[config.mk]
export PLATFORM = sky130hd
export DESIGN_NAME = paddle_ai_ctrl
export DESIGN_NICKNAME = d
export VERILOG_FILES = /design/src/rtl/paddle_ai_ctrl.sv
export SDC_FILE = /design/constraint.sdc
export NUM_CORES = 1
export LEC_CHECK = 0
export CORE_UTILIZATION = 52
export CTS_BUF_LIST = sky130_fd_sc_hd__clkbuf_4
export DETAILED_ROUTE_END_ITERATION = 8
export PLACE_DENSITY = 0.83
export SETUP_SLACK_MARGIN = 0.05
export SYNTH_ARGS = -nofsm -noshare
export SYNTH_HDL_FRONTEND = slang
export SYNTH_SLANG_ARGS = --single-unit
[constraint.sdc]
create_clock -name PixelClock -period 2.25 [get_ports PixelClock]
set_clock_uncertainty 0.15 [all_clocks]
set_input_delay 0.3375 -clock PixelClock [delete_from_list [all_inputs] [get_ports PixelClock]]
set_output_delay 0.3375 -clock PixelClock [all_outputs]
set_load 0.1 [all_outputs]
[src/rtl/paddle_ai_ctrl.sv]
// Computer-player paddle controller: react delay, move prescaler, dead zone.
// Optional AI_RETURN_CENTRE_EN steers the paddle to screen centre while idle.
module paddle_ai_ctrl #(
  parameter int oHeight     = 150,
  parameter int sHeight     = 600,
  parameter int DEADZONE    = 8,
  parameter int MOVE_DIV    = 4,
  parameter int REACT_DELAY = 16
) (
  input  logic        PixelClock,
  input  logic        Reset,
  input  logic        enable,
  input  logic        ballDirX,
  input  logic [10:0] ballPosY,
  input  logic [10:0] padPosY,
  output logic [1:0]  butCont,
  output logic [1:0]  aiState
);

  typedef enum logic [1:0] {
    IDLE  = 2'b00,
    REACT = 2'b01,
    TRACK = 2'b10,
    BAD   = 2'b11
  } state_t;

  localparam int RW = (REACT_DELAY > 1) ? $clog2(REACT_DELAY) : 1;
  localparam int DW = (MOVE_DIV > 1) ? $clog2(MOVE_DIV) : 1;

  localparam logic [RW-1:0] REACT_LD = RW'(REACT_DELAY - 1);
  localparam logic [DW-1:0] DIV_MAX  = DW'(MOVE_DIV - 1);
  localparam logic signed [12:0] DZ  = 13'(DEADZONE);
  localparam logic [11:0] HALF_PAD   = 12'(oHeight / 2);

  state_t        state_q, state_d;
  logic [RW-1:0] react_q, react_d;
  logic [DW-1:0] div_q, div_d;
  logic [1:0]    but_q, but_d;

  logic [11:0]        centre;
  logic signed [12:0] err_ball;
  logic               tick;

  // One extra sign bit keeps the error exact for any 11-bit inputs.
  assign centre   = {1'b0, padPosY} + HALF_PAD;
  assign err_ball = $signed({2'b00, ballPosY}) - $signed({1'b0, centre});
  assign tick     = (div_q == DIV_MAX);

  function automatic logic [1:0] steer(input logic signed [12:0] e);
    if (e < -DZ)     steer = 2'b10;
    else if (e > DZ) steer = 2'b01;
    else             steer = 2'b00;
  endfunction

  function automatic logic [DW-1:0] div_next(input logic [DW-1:0] d);
    if (d == DIV_MAX) div_next = '0;
    else              div_next = d + 1'b1;
  endfunction

`ifdef AI_RETURN_CENTRE_EN
  localparam logic [11:0] SCR_MID = 12'(sHeight / 2);
  logic signed [12:0] err_mid;
  assign err_mid = $signed({1'b0, SCR_MID}) - $signed({1'b0, centre});
`endif

  always_comb begin
    state_d = state_q;
    react_d = react_q;
    div_d   = div_q;
    but_d   = 2'b00;
    case (state_q)
      IDLE: begin
`ifdef AI_RETURN_CENTRE_EN
        if (enable) begin
          div_d = div_next(div_q);
          if (tick) but_d = steer(err_mid);
        end else begin
          div_d = '0;
        end
`else
        div_d = '0;
`endif
        // Leaving IDLE wins over any centring pulse.
        if (enable && ballDirX) begin
          state_d = REACT;
          react_d = REACT_LD;
          div_d   = '0;
          but_d   = 2'b00;
        end
      end
      REACT: begin
        if (!enable || !ballDirX) begin
          state_d = IDLE;
        end else if (react_q == '0) begin
          state_d = TRACK;
          div_d   = '0;
        end else begin
          react_d = react_q - 1'b1;
        end
      end
      TRACK: begin
        if (!enable || !ballDirX) begin
          state_d = IDLE;
          div_d   = '0;
        end else begin
          div_d = div_next(div_q);
          if (tick) but_d = steer(err_ball);
        end
      end
      default: begin
        state_d = IDLE;
        div_d   = '0;
      end
    endcase
  end

  always_ff @(posedge PixelClock or posedge Reset) begin
    if (Reset) begin
      state_q <= IDLE;
      react_q <= '0;
      div_q   <= '0;
      but_q   <= 2'b00;
    end else begin
      state_q <= state_d;
      react_q <= react_d;
      div_q   <= div_d;
      but_q   <= but_d;
    end
  end

  assign butCont = but_q;
  assign aiState = state_q;

endmodule

==> results of run 1 <==
==> through the flow <==
stage / instances / TNS, ns
after CTS: 251 / -0.0745
after global placement: 244 / -1.27
after detailed placement: 244 / -1.49
after floorplan: 171 / -0.0567
==> Yosys cell counts (all sizes together), types with 3 or more instances <==
| cell type | count | area share, % |
|---|---|---|
| a21oi | 11 | 4.2 |
| a22o | 3 | 2.0 |
| a31oi | 3 | 1.4 |
| a211oi | 4 | 2.3 |
| xnor2 | 4 | 2.7 |
| dfrtp | 10 | 19 |
| nor3 | 3 | 1.2 |
| nand2 | 9 | 2.6 |
| nand3 | 6 | 2.3 |
| o21a | 3 | 1.7 |
| ha | 23 | 22 |
| nor2 | 16 | 4.6 |
| nor2b | 3 | 1.4 |
| inv | 35 | 10 |
| o21ai | 9 | 3.5 |
==> repair_timing <==
item | in CTS
endpoints found under the setup margin | 2
buffers inserted | 5
pin swaps | 34
gates resized for setup | 78
==> routing by layer <==
layer	GRT usage, %	GRT overflow
met1	79.1	0
met2	103	48
met3	57.3	1
met4	97.7	26
met5	9.52	0
==> cells by family after synthesis <==
kind of cell / synth area share [%]
compound gates: 24.3
xor+xnor: 4.03
fa+ha+maj: 23.6
buf+inv: 10.4
flops: 19.2
simple gates: 18.4
==> implementation parameters, run 1 <==
Parameter                              Value

Logic synthesis
  Combined area of all synthesized cells    0.00130 mm^2
  Primary FF master, synth    sky130_fd_sc_hd__dfrtp_1
  Gate count of the mapped netlist    171
  Number of enable-type register cells in the synthesized netlist    0
  Asr flop ratio synth    100%
  Mean area per synthesized cell    7.62 um^2
  Total number of yosys warnings    0
  Synth unique cells    40
  Synthesized net count    221
  Sequential element share of the synthesized area    19.2%
  Number of synthesized register bits    10

Outcome
  Run status    aborted with a tool error
  Stage where the flow stopped    5_1_grt
  First Err    [ERROR GRT-0232] Routing congestion too high. Check the congestion heatmap in the GUI.

Floorplanning
  FP Rows    17
  Initial standard-cell utilization of the core    57.2%
  Vert. Die Dim    52.1 um
  IO Pins    30
  Die boundary width    52.1 um

GRT
  Total global routing overflow    75
  Pin count of the biggest net entering global routing    11
  Tot GR Track Use    82.0%

Place
  Post-placement worst setup slack    -0.772 ns
  Detailed placer's ending HPWL    2.79 mm
  # port buffers    29
  RD Place Congestion    0.842
  Placed standard-cell area    0.00183 mm^2

Clock network
  Hold-fix buffers at CTS    0
  Number of sinks driven by the clock tree    10
  Buffers from clock root to sink, at most    2
  Root Buffer Master    sky130_fd_sc_hd__clkbuf_4
  Clock buffer count from CTS    3
  CTS H-tree depth    1

STA
  Last worst endpoint in the global-route repair_timing    butCont[1]$_DFF_PP0_/D
  Kind of endpoint with the least setup slack    register data pin
==> run 2, diff against run 1 <==
==> config.mk (replaced) <==
export PLATFORM = sky130hd
export DESIGN_NAME = paddle_ai_ctrl
export DESIGN_NICKNAME = d
export VERILOG_FILES = /design/src/rtl/paddle_ai_ctrl.sv
export SDC_FILE = /design/constraint.sdc
export NUM_CORES = 1
export LEC_CHECK = 0
export CORE_AREA = 2 2 63 65
export DETAILED_ROUTE_END_ITERATION = 8
export DIE_AREA = 0 0 65 67
export PLACE_DENSITY_LB_ADDON = 0.15
export SYNTH_ARGS = -nofsm -noshare
export SYNTH_HDL_FRONTEND = slang
export SYNTH_SLANG_ARGS = --single-unit
==> run 2 against run 1 <==
Compared with the run above: the flow now finishes, with violations (negative setup slack); synthesized cell count unchanged; area after synthesis unchanged.
==> implementation parameters, run 2 <==
Parameter                              Value

Outcome
  Run status    complete, but fails checks
  Violated checks    negative setup slack

Floorplanning
  IO Pins    30 (unchanged)
  Placeable Area    0.00361 mm^2
  Initial standard-cell utilization of the core    36.1% (-21 points)
  Die boundary width    65 um (+25%)
  FP Rows    22 (+5)
  Vert. Die Dim    67 um (+29%)
  Die Footprint    0.00436 mm^2

Power
  Power share of the combinational group    63.1%
  Leakage power of the design    0.988 nW
  Proportion of total power due to net switching    37.7%
  Sw Pwr    0.385 mW
  VDD IR-drop max    243 uV
  Power per Cell Area    457 mW/mm^2
  Overall power of the completed layout    1.02 mW
  Internal power component    0.637 mW
  Share of total power in sequential cells    18.8%
  Relative contribution of the clock network to total power    18.1%

Clock network
  CTS H-tree depth    1 (unchanged)
  Clk_lat worst skew    0.24 ns
  CTS tree    built
  Hold-fix buffers at CTS    0 (unchanged)
  Root Buffer Master    sky130_fd_sc_hd__clkbuf_8
  Register clock-pin slew on the reported worst setup and hold paths    0.05 ns
  Buffers from clock root to sink, at most    2 (unchanged)
  Clock buffer count from CTS    3 (unchanged)
  Number of sinks driven by the clock tree    10 (unchanged)

GRT
  Total global routing overflow    0
  Global-route wire length before repair    5.67 mm
  Via count of the first global-routing pass    1402
  Pin count of the biggest net entering global routing    11
  Initial antenna violation count    0
  Tot GR Track Use    16.2%

Critical path
  Worst endpoint required time    2.19 ns
  Ordered cell list for the critical path    dlygate4sd2_1, inv_2, ha_4, fa_2, nand2b_4, a211oi_4, o21ai_4, xnor2_2, nor4b_2, a311oi_1
  Largest fanout on the critical path    3
  Family with the most delay on the worst path    adder cells
  Combined buffer and inverter count along the critical path    2
  Largest incremental delay on the critical path    0.39 ns
  CP Launch Type    input port
  Cell type of the slowest stage on the worst timing path    sky130_fd_sc_hd__fa_2
  Setup crit end kind    flip-flop
  Critical Path AT    2.21 ns
  Start-to-end type of the worst setup path    input port to flip-flop

Logic synthesis
  Most frequently used cell type in the post-synthesis netlist    sky130_fd_sc_hd__inv_1
  Ranking of synthesized cells by area    sky130_fd_sc_hd__ha_1, sky130_fd_sc_hd__dfrtp_1, sky130_fd_sc_hd__inv_1
  Number of synthesized register bits    10 (unchanged)
  Mean area per synthesized cell    7.62 um^2 (unchanged)
  Combined area of all synthesized cells    0.00130 mm^2 (unchanged)
  Sequential element share of the synthesized area    19.2% (unchanged)
  Total number of yosys warnings    0 (unchanged)
  Synth cell count leaders    sky130_fd_sc_hd__inv_1, sky130_fd_sc_hd__ha_1, sky130_fd_sc_hd__nor2_1
  Synth unique cells    40 (unchanged)
  Synthesized net count    221 (unchanged)
  Gate count of the mapped netlist    171 (unchanged)
  Asr flop ratio synth    100% (unchanged)
  Largest area contributor in the synthesized netlist    sky130_fd_sc_hd__ha_1
  Number of enable-type register cells in the synthesized netlist    0 (unchanged)
  Primary FF master, synth    sky130_fd_sc_hd__dfrtp_1
  Portion of synthesized cell area occupied by the leading cell type    22.1% (unchanged)

Drt
  Post-detailed-route DRC marker count    0
  Via Count    1399
  Average detailed-routed wire length per instance    11.9 um
  Iteration count of the initial detailed-routing pass    4
  Via density per instance    5.09
  Aggregate routed wire length    3.28 mm
  Number of nets with antenna violations after routing    0
  DRC violation total after the first TritonRoute iteration    50

Place
  Detailed placer's ending HPWL    2.51 mm (-9.8%)
  Number of placed instances with taps included    268 (+9.8%)
  # port buffers    29 (unchanged)
  Post-placement worst setup slack    -0.717 ns (+0.0546 ns)
  RD Place Congestion    0.789 (-6.4%)
  Placed standard-cell area    0.00188 mm^2 (+2.8%)

Finish
  Share of layout cells above drive strength 1    41.9%
  Most frequent standard cell in the layout excluding fill and tap cells    sky130_fd_sc_hd__buf_4
  Leading cell types in the layout, fill and taps excluded    sky130_fd_sc_hd__buf_4, sky130_fd_sc_hd__inv_1, sky130_fd_sc_hd__ha_4, sky130_fd_sc_hd__nor2_1, sky130_fd_sc_hd__inv_2
  Signed area change from the synthesized netlist to the final layout    71.9%
  Number of nets in the finished design    279
  Ant diodes    0
  Non-Filler Cell Area, Final    0.00224 mm^2
  Largest register by flop count    react_q
  Flip-flop count of the largest register, all copies and words added    4
  Utilization after layout    62.1%
  Final standard cell count with taps included and fillers excluded    275

STA
  Worst slack on hold paths    0.228 ns
  Final number of max-transition violations    0
  Headroom to the max-slew limit    72.7%
  Worst setup slack after layout    -0.0202 ns
  Aggregate negative setup slack    -0.0202 ns
  Tcrit/Tclk final    101%
  Final Hold Fails    0
  Measured slew at the worst slew-check pin    0.407 ns
  Highest clock frequency the design can meet    0.440 GHz
  Min cycle time layout    2.27 ns
  Final-report setup violation count    1
  Setup repair after global routing missed its margin    yes

Min path
  Class of the worst hold path    input port to async pin

Job
  Max-cap violations    0
[run 2: cell counts after synthesis]
No cell type changed its count.
[run 2: layer usage]
layer,share of wire [%],track usage (%),routed length (um)
met5,0,0,0
met4,0.88,5.32,29
met3,3.8,3.04,123
met2,50,28.7,1640
met1,45,19.6,1490
[run 2: final cells by class]
class	count	area [um^2]
Inverter	35	139
Fill cell	320	1370
Multi-Input combinational cell	125	1310
Sequential cell	10	250
Tap cell	48	60.1
Clock buffer	3	41.3
Timing Repair Buffer	54	443
[run 2: path summary, 6_finish.rpt]
kind,startpoint,endpoint,slack [ns],depth (start not counted)
setup / recovery,ballPosY[2],butCont[1],-0.02,10
hold / removal,Reset,aiState[1],0.23,2
setup reg to reg,react_q[0],div_q[0],0.32,5
hold reg to reg,div_q[1],div_q[1],0.36,1
max in group asynchronous,Reset,react_q[2],1.44,2
min in group PixelClock,div_q[1],div_q[1],0.36,1
[run 2: power by group through the flow]
stage | Combinational, mW | Sequential, mW | Clock [mW]
2_1_floorplan | 0.293 | 0.200 | 0
3_3_place_gp | 0.463 | 0.194 | 0
3_5_place_dp | 0.477 | 0.195 | 0
4_1_cts | 0.601 | 0.192 | 0.185
5_1_grt | 0.712 | 0.193 | 0.194
6_report | 0.645 | 0.192 | 0.185
[run 2: kinds of logic after synthesis]
family	Yosys count	share of synthesized area [%]
simple gates	48	18.4
compound gates	47	24.3
buf+inv	36	10.4
fa+ha+maj	24	23.6
flops	10	19.2
xor+xnor	6	4.03
[run 2: repair_timing]
action / in CTS / in global routing
buffers inserted: 4 / 0
pin swaps: 33 / 16
gates resized for setup: 83 / 17
setup endpoints to repair: 2 / 2
(Power assumes the default switching activity.)
